--- config.mk ---
export PLATFORM = sky130hd
export DESIGN_NAME = neuron_scan_seq
export DESIGN_NICKNAME = d
export VERILOG_FILES = /design/src/rtl/neuron_pkg.sv /design/src/rtl/neuron_scan_seq_pipe_delay.sv /design/src/rtl/neuron_scan_seq.sv
export SDC_FILE = /design/constraint.sdc
export NUM_CORES = 1
export LEC_CHECK = 0
export CORE_UTILIZATION = 45
export CTS_BUF_LIST = sky130_fd_sc_hd__clkbuf_4
export DETAILED_ROUTE_END_ITERATION = 12
export PLACE_DENSITY = 0.67
export RECOVER_POWER = 50
export SKIP_CTS_REPAIR_TIMING = 1
export SLEW_MARGIN = 15
export SYNTH_ARGS = -nofsm -noshare
export SYNTH_HDL_FRONTEND = slang
export SYNTH_HIERARCHICAL = 1
export SYNTH_SLANG_ARGS = --single-unit
--- constraint.sdc ---
create_clock -name clk -period 3 [get_ports clk]
set_clock_uncertainty 0.2 [all_clocks]
set_input_delay 0.6 -clock clk [delete_from_list [all_inputs] [get_ports clk]]
set_output_delay 0.6 -clock clk [all_outputs]
set_load 0.03 [all_outputs]
--- src/rtl/neuron_pkg.sv ---
// neuron_pkg: shared types and helpers for the neuron sweep sequencer
package neuron_pkg;

    typedef enum logic [1:0] {IDLE, SCAN, DRAIN} scan_state_t;

    function automatic int addr_w(input int n);
        return $clog2(n);
    endfunction

endpackage

--- src/rtl/neuron_scan_seq_pipe_delay.sv ---
// pipe_delay: fixed-depth {valid, addr} delay line whose addresses hold across bubbles
module pipe_delay #(
    parameter int W     = 8,
    parameter int DEPTH = 1
) (
    input  logic         clk,
    input  logic         reset,
    input  logic         in_vld,
    input  logic [W-1:0] in_addr,
    output logic         out_vld,
    output logic [W-1:0] out_addr,
    output logic         pend
);

    localparam logic [DEPTH-1:0] LOW = DEPTH'((1 << (DEPTH - 1)) - 1);

    logic [DEPTH-1:0]        vld;
    logic [DEPTH-1:0][W-1:0] addr;

    // valids shift every cycle; an address moves only behind a valid, so it holds while its stage is empty
    always_ff @(posedge clk or posedge reset) begin
        if (reset) begin
            vld  <= '0;
            addr <= '0;
        end else begin
            vld[0] <= in_vld;
            if (in_vld) addr[0] <= in_addr;
            for (int k = 1; k < DEPTH; k++) begin
                vld[k] <= vld[k-1];
                if (vld[k-1]) addr[k] <= addr[k-1];
            end
        end
    end

    assign out_vld  = vld[DEPTH-1];
    assign out_addr = addr[DEPTH-1];
    // data still inside the line that will be present next cycle
    assign pend     = |(vld & LOW);

endmodule

--- src/rtl/neuron_scan_seq.sv ---
// neuron_scan_seq: per-timestep neuron sweep sequencer with staged address delay lines
module neuron_scan_seq
    import neuron_pkg::*;
#(
    parameter int NEURON_NO = 256,
    parameter int UPD_LAT   = 3,
    parameter int THR_LAT   = 1,
    parameter int SPK_LAT   = 2,
    parameter int REQ_W     = 2,
    parameter int AW        = addr_w(NEURON_NO)
) (
    input  logic             clk,
    input  logic             reset,
    input  logic             sys_en,
    input  logic [REQ_W-1:0] ext_req,
    input  logic             dt_tick,
    input  logic [AW:0]      active_no,
    output logic             t_fix_wr_en,
    output logic [AW-1:0]    t_fix_wr_addr,
    output logic             update_en,
    output logic [AW-1:0]    ampl_wr_addr,
    output logic [AW-1:0]    t_thr_rd_addr,
    output logic             sp_out_wr_en,
    output logic [AW-1:0]    sp_out_wr_addr,
    output logic             busy,
    output logic             sweep_done,
    output logic             overrun
);

    localparam logic [AW:0] NMAX = (AW+1)'(NEURON_NO);

    scan_state_t   state;
    logic [AW-1:0] scan_ptr;
    logic [AW-1:0] last;
    logic [AW-1:0] last_new;
    logic [AW:0]   cnt;
    logic          pending;
    logic          start_zero;
    logic          drained;
    logic          tick_mid;
    logic          u_pend;
    logic          r_vld;
    logic          r_pend;
    logic          s_pend;

    // sweep setup values and the "everything empty next cycle" condition that retires a sweep
    always_comb begin
        cnt        = (active_no > NMAX) ? NMAX : active_no;
        last_new   = AW'(cnt - 1'b1);
        start_zero = (active_no == '0);
        drained    = !(t_fix_wr_en | u_pend | update_en | r_pend | r_vld | s_pend);
        tick_mid   = dt_tick && sys_en && (state != IDLE);
    end

    // sweep FSM: start, issue one address per free cycle, drain, chain a queued tick
    always_ff @(posedge clk or posedge reset) begin
        if (reset) begin
            state         <= IDLE;
            scan_ptr      <= '0;
            last          <= '0;
            pending       <= 1'b0;
            overrun       <= 1'b0;
            sweep_done    <= 1'b0;
            t_fix_wr_en   <= 1'b0;
            t_fix_wr_addr <= '0;
        end else begin
            sweep_done  <= 1'b0;
            t_fix_wr_en <= 1'b0;
            case (state)
                IDLE: if ((dt_tick && sys_en) || pending) begin
                    pending  <= 1'b0;
                    scan_ptr <= '0;
                    last     <= last_new;
                    state    <= start_zero ? DRAIN : SCAN;
                end
                SCAN: if (ext_req == '0) begin
                    t_fix_wr_en   <= 1'b1;
                    t_fix_wr_addr <= scan_ptr;
                    if (scan_ptr == last) state <= DRAIN;
                    else scan_ptr <= scan_ptr + 1'b1;
                end
                DRAIN: if (drained) begin
                    sweep_done <= 1'b1;
                    if (pending) begin
                        pending  <= 1'b0;
                        scan_ptr <= '0;
                        last     <= last_new;
                        state    <= start_zero ? DRAIN : SCAN;
                    end else begin
                        state <= IDLE;
                    end
                end
                default: state <= IDLE;
            endcase
            if (tick_mid) begin
                if (pending) overrun <= 1'b1;
                else pending <= 1'b1;
            end
        end
    end

    pipe_delay #(.W(AW), .DEPTH(UPD_LAT)) u_upd (
        .clk(clk), .reset(reset), .in_vld(t_fix_wr_en), .in_addr(t_fix_wr_addr),
        .out_vld(update_en), .out_addr(ampl_wr_addr), .pend(u_pend)
    );

    pipe_delay #(.W(AW), .DEPTH(THR_LAT)) u_thr (
        .clk(clk), .reset(reset), .in_vld(update_en), .in_addr(ampl_wr_addr),
        .out_vld(r_vld), .out_addr(t_thr_rd_addr), .pend(r_pend)
    );

    pipe_delay #(.W(AW), .DEPTH(SPK_LAT)) u_spk (
        .clk(clk), .reset(reset), .in_vld(update_en), .in_addr(ampl_wr_addr),
        .out_vld(sp_out_wr_en), .out_addr(sp_out_wr_addr), .pend(s_pend)
    );

    assign busy = (state != IDLE);

endmodule
Word level (Yosys, flattened, before mapping). Index checks and enable logic that the tools add are counted.

Memories kept: 0. Register bits after elaboration: 76. RAM bits: 0. Latch bits: 0. Output and inout port bits: 38. Logic and storage cells: 74. Input port bits: 15. ROM bits: 0.

Magnitude comparators: 1. Mux-type cells: 27. Reductions and logical operators: 15. Shifts and indexed selects: 0. $add $sub $neg: 2. Equal/unequal tests: 9. $mul: 0. Bitwise logic cells: 4. Divide/modulo/power cells: 0.

Operators by type and width (count): $mux 8 (9); $pmux 8 s3 (1); $pmux 8 s2 (1); $mux 2 (6); $ne 2x2->1 const B (6); $gt 9x9->1 const B (1); $logic_not 9->1 (1); $add 8x1->8 const B (1); $eq 8x8->1 (1); $mux 1 (8); $reduce_and 4->1 (2); $sub 8x1->8 const B (1); $pmux 2 s3 (1); $reduce_and 6->1 (1); $logic_not 2->1 (2); $or 1x1->1 (4); $reduce_and 2->1 (2); $reduce_bool 2->1 (2); $reduce_bool 3->1 (1); $eq 2x1->1 const B (1); $eq 2x2->1 const B (1); $logic_and 1x1->1 (2); $pmux 1 s2 (1); $reduce_or 2->1 (1); $logic_or 1x1->1 (1).

Depth between registers and ports, before layout.
Word-level depth: 9. Depth in mapped cells: 8. Gate-level depth less buffers: 7.

Modules after synthesis. Netlist, hierarchy kept.

Modules (own cells, without submodules): neuron_scan_seq (sequential area each 750.7 um^2, cells each 169, instances 1, area each 1665.3 um^2); pipe_delay at u_upd (sequential area each 675.6 um^2, cells each 64, instances 1, area each 1139.8 um^2); pipe_delay at u_spk (sequential area each 450.4 um^2, cells each 45, instances 1, area each 777.0 um^2); pipe_delay at u_thr (sequential area each 225.2 um^2, cells each 21, instances 1, area each 371.6 um^2).

Worst setup path after synthesis. OpenSTA, ideal clock, no wires.

Kind: reg2reg. Start point: reg u_upd.vld[0]. End point: reg scan_ptr[2]. Cell stages (with the launch flop): 8. Path slack: 0.906 ns. Library setup time: 0.124 ns. Required time: 2.676 ns. Buffers on the path: 2. Clock period less this slack: 2.094 ns. Arrival: 1.770 ns. Cell sequence: dfrtp_1 > buf_6 > or2_1 > nor4_2 > a32oi_1 > and2_0 > clkbuf_1 > a211o_1.

Longest elaborated chain between the ends: 7.

Ends and longest elaborated chain: start: declaration (line neuron_scan_seq_pipe_delay.sv:17) `logic [DEPTH-1:0] vld;`; start signal: assignment (line neuron_scan_seq_pipe_delay.sv:26) `vld[0] <= in_vld;`; start signal: indexed assignment (line neuron_scan_seq_pipe_delay.sv:29) `vld[k] <= vld[k-1];`; $reduce_or 2->1 (line neuron_scan_seq_pipe_delay.sv:38) `assign pend = |(vld & LOW);`; named net u_pend (line neuron_scan_seq.sv:41) `logic u_pend;`; $or 1x1->1 (4 in series) (line neuron_scan_seq.sv:51) `drained = !(t_fix_wr_en | u_pend | update_en | r_pend | r_vld | s_pend);`; $ne 2x2->1 (no source line); $reduce_and 6->1 (no source line); end signal: assignment (line neuron_scan_seq.sv:80) `else scan_ptr <= scan_ptr + 1'b1;`; end: declaration (line neuron_scan_seq.sv:33) `logic [AW-1:0] scan_ptr;`.

The timed path passes the listed nets, and every way through them passes these cells. A chain may end at the register's enable or synchronous reset.

Final worst setup path.
Start point: reg state[0]. End point: out busy.

Longest elaborated chain between the ends: 1.

Ends and longest elaborated chain: start: declaration (line neuron_scan_seq.sv:32) `scan_state_t state;`; start signal: assignment (line neuron_scan_seq.sv:74) `state <= start_zero ? DRAIN : SCAN;`; start signal: assignment (line neuron_scan_seq.sv:88) `state <= start_zero ? DRAIN : SCAN;`; $reduce_bool 2->1 (line neuron_scan_seq.sv:117) `assign busy = (state != IDLE);`; end: declaration (line neuron_scan_seq.sv:25) `output logic busy,`.

Every way passes these cells.

==> flow_metrics.env <==
export IMPL_required_ns=2.20
export IMPL_criticalPathCategory="reg2out"
export IMPL_crit_path_max_incr_delay_ns=0.67
export IMPL_avgSynthCellArea_sq_um=13.2
export IMPL_synthArstFlopShare_pct=100
export IMPL_clkTransAtPathRegs_ns=0.13
export IMPL_io_pins=53
export IMPL_die_w_microns=95.7
export IMPL_setup_viol=0
export IMPL_path_buf_inv=2
export IMPL_ys_ff_latch=84
export IMPL_drt_pass1_iterations=4
export IMPL_drive_gt1_share_pct=15.7
export IMPL_cap_violations=1
export IMPL_p_int_w=0.00202
export IMPL_multiInputGateArea_sq_um=1470
export IMPL_wl_per_cell_microns=15.7
export IMPL_holdWs_ns=0.293
export IMPL_peakVddDrop_v=0.000259
export IMPL_grt_ovfl_total=0
export IMPL_critPathTopFamily="buffers and inverters"
export IMPL_end_kind="output pin"
export IMPL_initial_core_util_pct=47.4
export IMPL_holdPathStages=1
export IMPL_placed_cells=434
export IMPL_ys_types=51
export IMPL_synth_cells=299
export IMPL_area_growth_synth_to_final_pct=11.9
export IMPL_hold_path_class="reg2reg"
export IMPL_cts_sinks=84
export IMPL_post_route_min_period_ns=2.80
export IMPL_clk_latency_ns=0.43
export IMPL_synth_nets=316
export IMPL_start_kind="register"
export IMPL_cts_root_buf="clkbuf_4"
export IMPL_p_switching_w=0.00119
export IMPL_grt_pass1_vias=2375
export IMPL_status="finished, violations left"
export IMPL_htree_levels=3
export IMPL_place_congestion=0.809
export IMPL_cp_max_fo=15
export IMPL_final_common_cell="dfrtp_1"
export IMPL_seq_area_frac_synth_pct=53.2
export IMPL_regArea_sq_um=2100
export IMPL_coreArea_sq_um=8340
export IMPL_cts_tree="built"
export IMPL_final_cell_mix="dfrtp_1 (84), clkdlybuf4s50_1 (51), mux2_1 (31)"
export IMPL_cp_depth=3
export IMPL_stdcell_count=451
export IMPL_ctsLongestPathBuffers=2
export IMPL_ant_nets=0
export IMPL_io_buffers=52
export IMPL_post_route_drc_count=0
export IMPL_placed_cell_area_sq_um=4440
export IMPL_crit_chain="inv_1 -> nand2_1 -> clkdlybuf4s50_1"
export IMPL_die_height_microns=95.7
export IMPL_slew_violations=31
export IMPL_worst_pin_slew_ns=1.61
export IMPL_fp_row_count=33
export IMPL_share_seq_of_total_power_pct=49.1
export IMPL_track_usage_pct=17.4
export IMPL_nFillCells=752
export IMPL_grt_pass1_wl_mm=11.9
export IMPL_yosysWarnings=6
export IMPL_viasPerCell=5.19
export IMPL_fin_crit_sh_pct=93.3
export IMPL_pwr_share_comb_pct=32.7
export IMPL_rsz0062_at_grt="no"
export IMPL_synth_edf_count=0
export IMPL_p_leak_nw=2.07
export IMPL_powerDensity_nw_per_um2=726
export IMPL_nets=357
export IMPL_crit_slowest_cell="dfrtp_1"
export IMPL_switching_share_pct=37.0
export IMPL_antenna_found_initial=1
export IMPL_die_area_sq_um=9170
export IMPL_ys_flop_type="dfrtp_1"
export IMPL_grt_max_degree=31
export IMPL_power_w=0.00321
export IMPL_dp_hpwl_mm=5.11
export IMPL_ff2ff_path_depth=5
export IMPL_final_hold_viol_count=0
export IMPL_netlist_area_sq_um=3950
export IMPL_fin_setup_tns_ns=0
export IMPL_fmax_mhz=357
export IMPL_wirelength_mm=7.07
export IMPL_drt_iter0_markers=92
export IMPL_maxSlewHeadroom_pct=-7.45
export IMPL_cp_data_arrival_time_ns=2.00
export IMPL_vias=2342
export IMPL_fin_area_sq_um=4420
export IMPL_violations="max-capacitance violations, max-slew violations"
export IMPL_clockPowerShare_pct=18.2
export IMPL_numCtsBuffers=9
[layer usage]
metal / global-route usage, % / wire length, microns / vias to the layer above
met3: 3.16 / 235 / 11
met4: 8.96 / 139 / 0
met1: 24.9 / 3540 / 1160
met5: 0 / 0 / -
li1: - / - / 1123
met2: 25.4 / 3160 / 48
[registers in the layout, indices dropped and copies added (netlist names)]
signal,count
u_upd/addr,16
last,8
scan_ptr,8
t_fix_wr_addr,8
u_spk/addr,8
u_spk/out_addr,8
u_thr/out_addr,8
u_upd/out_addr,8
u_upd/vld,3
state,2
u_spk/vld,2
overrun,1
pending,1
sweep_done,1
t_fix_wr_en,1
u_thr/out_vld,1
[metrics by stage]
step,setup WS (ns),utilization [%]
final,0.202,53.0
after global routing,0.125,53.0
after detailed placement,0.389,53.2
after floorplan,0.906,-
after CTS,0.176,54.6
after global placement,0.458,53.2
[power groups by stage]
stage               clock network, W  registers, W  logic, W
CTS                         0.000607       0.00159   0.00114
detailed placement                 0       0.00161   0.00113
finish                      0.000585       0.00158   0.00105
floorplan                          0       0.00160  0.000850
global placement                   0       0.00161   0.00112
global route                0.000643       0.00162   0.00114
[path summary, 6_finish.rpt]
check | start | endpoint | slack [ns]
setup / recovery | state[0]$_DFFE_PP0P_ | busy | 0.20
hold / removal | overrun$_DFFE_PP0P_ | overrun$_DFFE_PP0P_ | 0.29
setup reg to reg | u_upd/vld[0]$_DFF_PP0_ | last[4]$_DFFE_PP0P_ | 0.81
hold reg to reg | overrun$_DFFE_PP0P_ | overrun$_DFFE_PP0P_ | 0.29
max in group asynchronous | reset | state[0]$_DFFE_PP0P_ | 0.61
min in group asynchronous | reset | u_thr/out_addr[6]$_DFFE_PP0P_ | 0.46
[final cells by class]
type / count / area share, %
antenna: 1 / 0.0566
inverter: 9 / 0.764
clock inverter: 7 / 1.19
multi-input combinational: 176 / 33.3
timing repair buffer: 60 / 12.7
sequential: 84 / 47.5
clock buffer: 9 / 1.53
tap: 105 / 2.97
[cells by family (layout without fill, tap and decap cells)]
| kind of cell | Yosys count | after routing | share of synthesized area, % |
|---|---|---|---|
| AOI/OAI and AO/OA | 39 | 39 | 6.65 |
| and+or+nand+nor | 62 | 62 | 8.51 |
| adders and majority gates | 2 | 2 | 0.633 |
| muxes | 57 | 57 | 20.8 |
| buffers and inverters | 39 | 85 | 6.65 |
| DFF | 84 | 84 | 53.2 |
| xor gates and xnor gates | 15 | 15 | 3.51 |
| other | 1 | 2 | 0.0948 |
[synth_stat cells, types with 4 or more instances]
master / count / area (sq um)
dfrtp_1: 84 / 2100
mux2_4: 48 / 721
buf_4: 18 / 135
nor2_1: 16 / 60.1
nand2_1: 13 / 48.8
a21oi_1: 9 / 45.0
mux2_2: 9 / 101
xnor2_1: 9 / 78.8
inv_1: 7 / 26.3
a31oi_1: 6 / 37.5
buf_6: 6 / 67.6
nand3_1: 6 / 30.0
o21ai_0: 6 / 30.0
xor2_1: 5 / 43.8
and3_1: 4 / 25.0
nor4_1: 4 / 25.0
o211ai_1: 4 / 30.0
Power figures use the tool's default switching activity.
